File: src/rtl/eer_pkt_pkg.sv
// Shared packet definitions for the EER receive path: type codes, per-type
// byte lengths and parser FSM encodings.
package eer_pkt_pkg;

   localparam logic [2:0] PKT_HB   = 3'b000;
   localparam logic [2:0] PKT_CHE  = 3'b001;
   localparam logic [2:0] PKT_TS   = 3'b100;
   localparam logic [2:0] PKT_DATA = 3'b101;

   localparam logic [3:0] LEN_HB   = 4'd11;
   localparam logic [3:0] LEN_CHE  = 4'd3;
   localparam logic [3:0] LEN_TS   = 4'd5;
   localparam logic [3:0] LEN_DATA = 4'd5;

   typedef enum logic [2:0] {
      StIdle,
      StHdr,
      StBody,
      StDrop,
      StCommit
   } pfe_state_e;

   // Zero length marks a type the parser consumes but never commits.
   function automatic logic [3:0] pkt_len(input logic [2:0] t);
      case (t)
         PKT_HB:   return LEN_HB;
         PKT_CHE:  return LEN_CHE;
         PKT_TS:   return LEN_TS;
         PKT_DATA: return LEN_DATA;
         default:  return 4'd0;
      endcase
   endfunction

   function automatic logic [15:0] sat_inc(input logic [15:0] v);
      return (v == 16'hFFFF) ? v : v + 16'd1;
   endfunction

endpackage

File: src/rtl/pkt_field_extract.sv
// Byte-serial packet parser: decodes type, assembles big-endian 16-bit fields,
// filters, and commits them to the node-info block with a one-cycle en_MNI strobe.
module pkt_field_extract
   import eer_pkt_pkg::*;
#(
   parameter logic [15:0] MY_NODE_ID = 16'h000C,
   parameter int unsigned WORD_WIDTH = 16
) (
   input  logic                  clk,
   input  logic                  nrst,
   input  logic                  rx_valid,
   input  logic                  rx_sop,
   input  logic                  rx_eop,
   input  logic [7:0]            rx_byte,
   output logic                  rx_ready,
   output logic [2:0]            fPktType,
   output logic [WORD_WIDTH-1:0] hops,
   output logic [WORD_WIDTH-1:0] e_max,
   output logic [WORD_WIDTH-1:0] e_min,
   output logic [WORD_WIDTH-1:0] e_threshold,
   output logic [WORD_WIDTH-1:0] ch_ID,
   output logic [WORD_WIDTH-1:0] timeslot,
   output logic                  en_MNI,
   output logic                  pkt_err
);

   pfe_state_e            state_q, state_d;
   logic [3:0]            cnt_q, cnt_d, len_q, len_d;
   logic [2:0]            type_q, type_d;
   logic                  drop_err_q, drop_err_d;
   logic [7:0]            hi_q, hi_d;
   logic [WORD_WIDTH-1:0] sh_q [5];
   logic [WORD_WIDTH-1:0] sh_d [5];
   logic                  accept, body_byte, start_hdr, commit_go, err_go;
   logic [3:0]            cnt_inc;
   logic [2:0]            hdr_type, widx;

   assign accept    = rx_valid & rx_ready;
   assign cnt_inc   = cnt_q + 4'd1;
   assign hdr_type  = rx_byte[7:5];
   assign body_byte = accept & ~rx_sop & ((state_q == StHdr) | (state_q == StBody));
   assign widx      = cnt_q[3:1] - 3'd1;

   always_ff @(posedge clk or posedge nrst) begin
      if (nrst) state_q <= StIdle;
      else      state_q <= state_d;
   end

   always_comb begin
      state_d    = state_q;
      cnt_d      = cnt_q;
      type_d     = type_q;
      len_d      = len_q;
      drop_err_d = drop_err_q;
      start_hdr  = 1'b0;
      commit_go  = 1'b0;
      err_go     = 1'b0;
      unique case (state_q)
         StIdle: start_hdr = accept & rx_sop;
         StHdr, StBody: begin
            if (accept) begin
               if (rx_sop) begin
                  err_go    = 1'b1;
                  start_hdr = 1'b1;
               end else if (rx_eop) begin
                  state_d = StIdle;
                  if (cnt_inc != len_q) begin
                     err_go = 1'b1;
                  end else if (type_q != PKT_TS || sh_q[0] == MY_NODE_ID) begin
                     commit_go = 1'b1;
                     state_d   = StCommit;
                  end
               end else if (cnt_inc == len_q) begin
                  // Full length seen without eop; flag the overrun on the next byte.
                  state_d    = StDrop;
                  drop_err_d = 1'b1;
               end else begin
                  state_d = StBody;
                  cnt_d   = cnt_inc;
               end
            end
         end
         StDrop: begin
            if (accept) begin
               if (rx_sop) begin
                  err_go    = 1'b1;
                  start_hdr = 1'b1;
               end else begin
                  if (drop_err_q) begin
                     err_go     = 1'b1;
                     drop_err_d = 1'b0;
                  end
                  if (rx_eop) state_d = StIdle;
               end
            end
         end
         StCommit: state_d = StIdle;
         default:  state_d = StIdle;
      endcase
      if (start_hdr) begin
         type_d     = hdr_type;
         len_d      = pkt_len(hdr_type);
         cnt_d      = 4'd1;
         drop_err_d = 1'b0;
         if (pkt_len(hdr_type) == 4'd0) begin
            state_d = rx_eop ? StIdle : StDrop;
         end else if (rx_eop) begin
            state_d = StIdle;
            err_go  = 1'b1;
         end else begin
            state_d = StHdr;
         end
      end
   end

   always_comb begin
      rx_ready = (state_q != StCommit);
   end

   // Odd byte index holds a high byte, even index completes word (index/2 - 1).
   always_comb begin
      hi_d = hi_q;
      sh_d = sh_q;
      if (body_byte) begin
         if (cnt_q[0])          hi_d = rx_byte;
         else if (widx < 3'd5)  sh_d[widx] = {hi_q, rx_byte};
      end
   end

   always_ff @(posedge clk or posedge nrst) begin
      if (nrst) begin
         cnt_q       <= 4'd0;
         len_q       <= 4'd0;
         type_q      <= 3'd0;
         drop_err_q  <= 1'b0;
         hi_q        <= 8'd0;
         for (int i = 0; i < 5; i++) sh_q[i] <= '0;
         fPktType    <= 3'b111;
         hops        <= '0;
         e_max       <= '0;
         e_min       <= '0;
         e_threshold <= '0;
         ch_ID       <= '0;
         timeslot    <= '0;
         en_MNI      <= 1'b0;
         pkt_err     <= 1'b0;
      end else begin
         cnt_q      <= cnt_d;
         len_q      <= len_d;
         type_q     <= type_d;
         drop_err_q <= drop_err_d;
         hi_q       <= hi_d;
         sh_q       <= sh_d;
         en_MNI     <= commit_go;
         pkt_err    <= err_go;
         if (commit_go) begin
            fPktType <= type_q;
            case (type_q)
               PKT_HB: begin
                  hops        <= sat_inc(sh_d[1]);
                  e_max       <= sh_d[2];
                  e_min       <= sh_d[3];
                  e_threshold <= sh_d[4];
               end
               PKT_CHE: ch_ID    <= sh_d[0];
               PKT_TS:  timeslot <= sh_d[1];
               default: ;
            endcase
         end
      end
   end

endmodule

File: config.mk
export PLATFORM = sky130hd
export DESIGN_NAME = pkt_field_extract
export DESIGN_NICKNAME = d
export VERILOG_FILES = /design/src/rtl/eer_pkt_pkg.sv /design/src/rtl/pkt_field_extract.sv
export SDC_FILE = /design/constraint.sdc
export NUM_CORES = 1
export LEC_CHECK = 0
export BUFFER_PORTS_ARGS = -buffer_cell sky130_fd_sc_hd__buf_2
export CORE_MARGIN = 10
export CORE_UTILIZATION = 23
export CTS_BUF_LIST = sky130_fd_sc_hd__clkbuf_8
export DETAILED_ROUTE_END_ITERATION = 12
export PLACE_DENSITY = 0.5
export SETUP_SLACK_MARGIN = 0.1
export SLEW_MARGIN = 25
export SYNTH_ARGS = -nofsm -noshare
export SYNTH_HDL_FRONTEND = slang
export SYNTH_SLANG_ARGS = --single-unit
File: constraint.sdc
create_clock -name clk -period 15.25 [get_ports clk]
set_input_delay 0.7625 -clock clk [delete_from_list [all_inputs] [get_ports clk]]
set_output_delay 0.7625 -clock clk [all_outputs]
set_load 0.02 [all_outputs]
Yosys cells after proc, flatten, opt, wreduce, memory -nomap -nowiden. Cells that the tools add are included.

Register bits: 204. Bits in latches: 0. Bits in writable memories: 0. Memory bits (read-only): 0. Input port bits: 13. Output and inout bits: 102. Logic and storage cells: 134. Memories: 0.

Add/subtract/negate cells: 3. Multipliers: 0. Divide/modulo/power cells: 0. Magnitude comparators: 3. Eq/ne operators: 25. Shifts and indexed selects: 0. Mux-type cells: 57. Bitwise operators: 7. Reduce and logical (&&, ||, !) cells: 19.

Operator list (count): $mux W80 (3); $bwmux W80 (1); $demux W16 S3 (1); $mux W16 (2); $mux W4 (7); $mux W1 (27); $mux W3 (9); $ne A3 B3 Y1 const B (9); $add A16 B1 Y16 const B (1); $eq A16 B16 Y1 const B (1); $eq A16 B4 Y1 const B (1); $pmux W4 S3 (1); $eq A3 B1 Y1 const B (3); $eq A3 B3 Y1 const B (3); $logic_not A3 Y1 (3); $pmux W3 S3 (1); $reduce_and A2 Y1 (4); $reduce_and A7 Y1 (1); $eq A3 B2 Y1 const B (2); $pmux W1 S2 (3); $reduce_and A6 Y1 (1); $reduce_and A5 Y1 (1); $add A4 B1 Y4 const B (1); $and A1 B1 Y1 (4); 19 further kinds (24).

Depth between registers and ports, before layout.
Depth after elaboration: 12. Depth in mapped cells: 16. Depth with buffers taken out: 13.

Worst setup path after synthesis. Ideal clock, no wire load.

Path type: input port to flip-flop. Start point: input port rx_sop. End point: register hops[7]. Library setup time: 0.095 ns. Arrival: 3.747 ns. Required time: 15.155 ns. Setup slack: 11.407 ns. Stages: 15. Path buffers: 4. Path through: clkbuf_1 nor2_1 or4b_1 buf_2 nor2_2 buf_2 mux2_2 ha_1 nand4_1 inv_1 nand4_1 a2bb2oi_1 buf_2 o31a_1 o31ai_1.

RTL lines: start, declared (line pkt_field_extract.sv:12) `input logic rx_sop,`; end signal, assigned (line pkt_field_extract.sv:160) `hops <= sat_inc(sh_d[1]);`; end, declared (line pkt_field_extract.sv:17) `output logic [WORD_WIDTH-1:0] hops,`.

==> metrics.yaml <==
timing:
  grt_setup_unrepaired: "false"
  worst_pin_slew_ns: 0.928
  skew_ns: 0.0237
  slew_headroom: 0.381
  drv_slew: 0
  post-route-period-util: 0.275
  setup_viol: 0
  hold_viol: 0
  setup-tns-final_ns: 0
  period_needed_ns: 4.20
  fmax_mhz: 238
power_and_ir_drop:
  power_frac_comb: 0.198
  power_density_nw_per_um2: 158
  pwr-share-clk: 0.343
  p_int_w: 0.00113
  p_leak_nw: 5.44
  ir_drop_v: 0.0000631
  switching_share: 0.326
  power.switching_w: 0.000548
  seqPwrFrac: 0.458
setup_path:
  cp_max_fo: 23
  worst-path-buf-inv: 3
  cp.required_ns: 15.65
  start_kind: "register"
  cp_cell_sequence: "inv_1 > ha_1 > xor2_1 > or4b_1 > nor2_2 > buf_4 > mux2_2 > ha_1 > nand4_1 > inv_1 > nand4_1 > a2bb2oi_2 > mux2i_1 > o21ai_0"
  cp.arrival_ns: 4.60
  crit_family: "simple AND/OR/NAND/NOR gates"
  cp_slowest_stage_delay_ns: 0.70
  crit_type: "register to register"
  end_kind: "register"
  slowest_stage: "or4b_1"
synthesis:
  netlist_area_um2: 8650
  synth_cell_types: 56
  syn_avg_cell_area_um2: 11.5
  synth-edff-count: 0
  syn-instance-count: 750
  yosysWarningCount: 0
  yosys-top-cells-area: "dfrtp_1 (58%), mux2_2 (16%), nand2_1 (8.4%), nand3_1 (1.3%), clkbuf_1 (1.3%)"
  syn_nets: 767
  synthArstFlopShare: 1.00
  ys_seq_area_frac: 0.590
  synth_ff_type: "dfrtp_1"
  synth_seq_cells: 204
  synth_top_cell_by_area: "dfrtp_1"
  synth.top_cell.area_share: 0.581
detailed_routing:
  routed_wl_mm: 26.7
  drtPass1Iterations: 5
  antenna_left: 0
  drt_iter0_markers: 277
  drc: 0
  wl_per_cell_um: 19.0
  vias: 6173
  vias_per_cell: 4.38
clock_tree:
  cts-root-buf: "clkbuf_8"
  cts_htree_levels: 2
  clkLatencyLatePin_ns: 0.54
  cts_setup_buffers: 0
  cts.sink_count: 204
  cts_buffers: 40
  clk_pin_slew_worst_paths_ns: 0.06
  cts_resized: 0
  cts_tree: "built"
  clock_path_buffers: 3
  hold_buffers: 0
placement:
  place.gp.congestion: 0.816
  dp_hpwl_mm: 17.2
  place_inst: 1335
  io_buffers: 114
floorplanning:
  dieWidth_um: 214
  die_y_um: 214
  ioPinCount: 115
  fp.coreArea_um2: 36900
  rows: 70
  initial_core_util: 0.235
  die-area_um2: 45800
final_layout:
  syn2layout_area_growth_pct: 22.8
  diodes: 0
  drive_gt1_frac: 0.351
  nets: 890
  final_cells: 1408
global_routing:
  grt_pass1_wl_mm: 40.9
  grt_pass1_vias: 6351
  track_usage: 0.114
  grt_overflow: 0
  grt_max_degree: 137
  antenna_found_initial: 3
outcome:
  status: "completed"
hold_path:
  hold_class: "input port to async pin"
job:
  drv_cap: 0
-- per-stage QoR --
stage / cell area, um^2 / total power [W] / util / hold slack [ns] / setup WS, ns
6_report: 10600 / 0.00168 / 0.288 / 0.343 / 11.05
5_1_grt: 10600 / 0.00179 / 0.288 / 0.386 / 10.69
4_1_cts: 10600 / 0.00172 / 0.288 / 0.463 / 11.06
3_5_place_dp: 9760 / 0.00112 / 0.265 / 0.451 / 10.92
3_3_place_gp: 9760 / 0.00112 / 0.265 / 0.445 / 10.56
2_1_floorplan: 8650 / 0.000975 / - / 0.441 / 8.93
-- flip-flops by register name (all words and copies together), names as in the netlist, 8 cells and up --
register / count
ch_ID: 16
hi_q: 8
timeslot: 16
e_threshold: 16
hops: 16
e_min: 16
sh_q: 80
e_max: 16
-- layout make-up --
cell class	instances	area, um^2
clock buffers	54	743
flip-flops and latches	204	5110
fillers	3918	26200
repair buffers	121	623
clock inverters	19	115
multi-input cells	496	3360
inverters	10	50.0
well taps	504	631
-- worst register-to-register path, cell delays in order, from the launching register on --
cell	delay, ns
dfrtp_1	0.46
inv_1	0.12
ha_1	0.22
xor2_1	0.16
or4b_1	0.70
nor2_2	0.17
buf_4	0.30
mux2_2	0.27
ha_1	0.30
nand4_1	0.15
inv_1	0.10
nand4_1	0.17
a2bb2oi_2	0.62
mux2i_1	0.25
o21ai_0	0.08
-- cell usage in the layout, fill, tap and decap left out, types with 4 or more instances in the layout --
cell	synthesis	final
xnor2_1	7	7
mux2_2	120	120
ha_1	4	4
nand3_1	22	22
dfrtp_1	201	201
mux2i_1	8	8
clkbuf_8	0	54
nand4_1	8	8
inv_1	10	18
nand2_1	194	194
nor2_1	19	19
a31oi_1	7	7
a21oi_1	8	8
or4_1	4	4
and3_1	4	4
nor4_1	8	8
clkinv_2	0	7
o21ai_0	15	15
o31ai_1	11	11
buf_2	9	114
buf_4	1	7
-- cell usage after synthesis, types with 2 or more instances --
library cell / count
dfrtp_1: 201
nand2_1: 194
mux2_2: 120
clkbuf_1: 29
nand3_1: 22
nor2_1: 19
o21ai_0: 15
o31ai_1: 11
inv_1: 10
buf_2: 9
a21oi_1: 8
mux2i_1: 8
nand4_1: 8
nor4_1: 8
a31oi_1: 7
xnor2_1: 7
and3_1: 4
ha_1: 4
nor3_1: 4
or4_1: 4
a2bb2oi_1: 3
dfstp_2: 3
nor2b_1: 3
o2111ai_1: 3
o211ai_1: 3
o31a_1: 3
or3_1: 3
or4b_1: 3
xor2_1: 3
a222oi_1: 2
and4_1: 2
nand2b_1: 2
nor4b_1: 2
-- power groups by stage --
stage / logic [W] / clock network [W] / registers, W
finish: 0.000334 / 0.000578 / 0.000771
global route: 0.000373 / 0.000627 / 0.000791
CTS: 0.000339 / 0.000602 / 0.000776
detailed placement: 0.000337 / 0 / 0.000785
global placement: 0.000333 / 0 / 0.000782
floorplan: 0.000225 / 0 / 0.000750
-- worst paths after layout --
kind / start / to / slack [ns] / depth (start not counted)
worst max-delay path: cnt_q[1] / hops[1] / 11.05 / 14
worst min-delay path: nrst / timeslot[4] / 0.34 / 2
worst max register to register: cnt_q[1] / hops[1] / 11.05 / 14
worst min register to register: e_min[12] / e_min[12] / 0.46 / 2
max in group asynchronous: nrst / cnt_q[3] / 13.43 / 3
min in group clk: e_min[12] / e_min[12] / 0.46 / 2
-- routing by layer --
metal  global-route usage  vias to the layer above  part of all wire
li1                     -                     2853                 -
met1                0.154                     3088              0.46
met2                0.179                      187              0.46
met3               0.0261                       45             0.056
met4               0.0331                        0             0.020
met5                    0                        -                 0
-- logic make-up after synthesis --
family,after synthesis,share of synthesized area
and+or+nand+nor,287,0.149
DFF,204,0.590
muxes,128,0.165
AOI/OAI and AO/OA,66,0.0528
buffers and inverters,50,0.0243
xor gates and xnor gates,11,0.0127
adders and majority gates,4,0.00578
No activity file was read; power rests on OpenSTA's default activity.
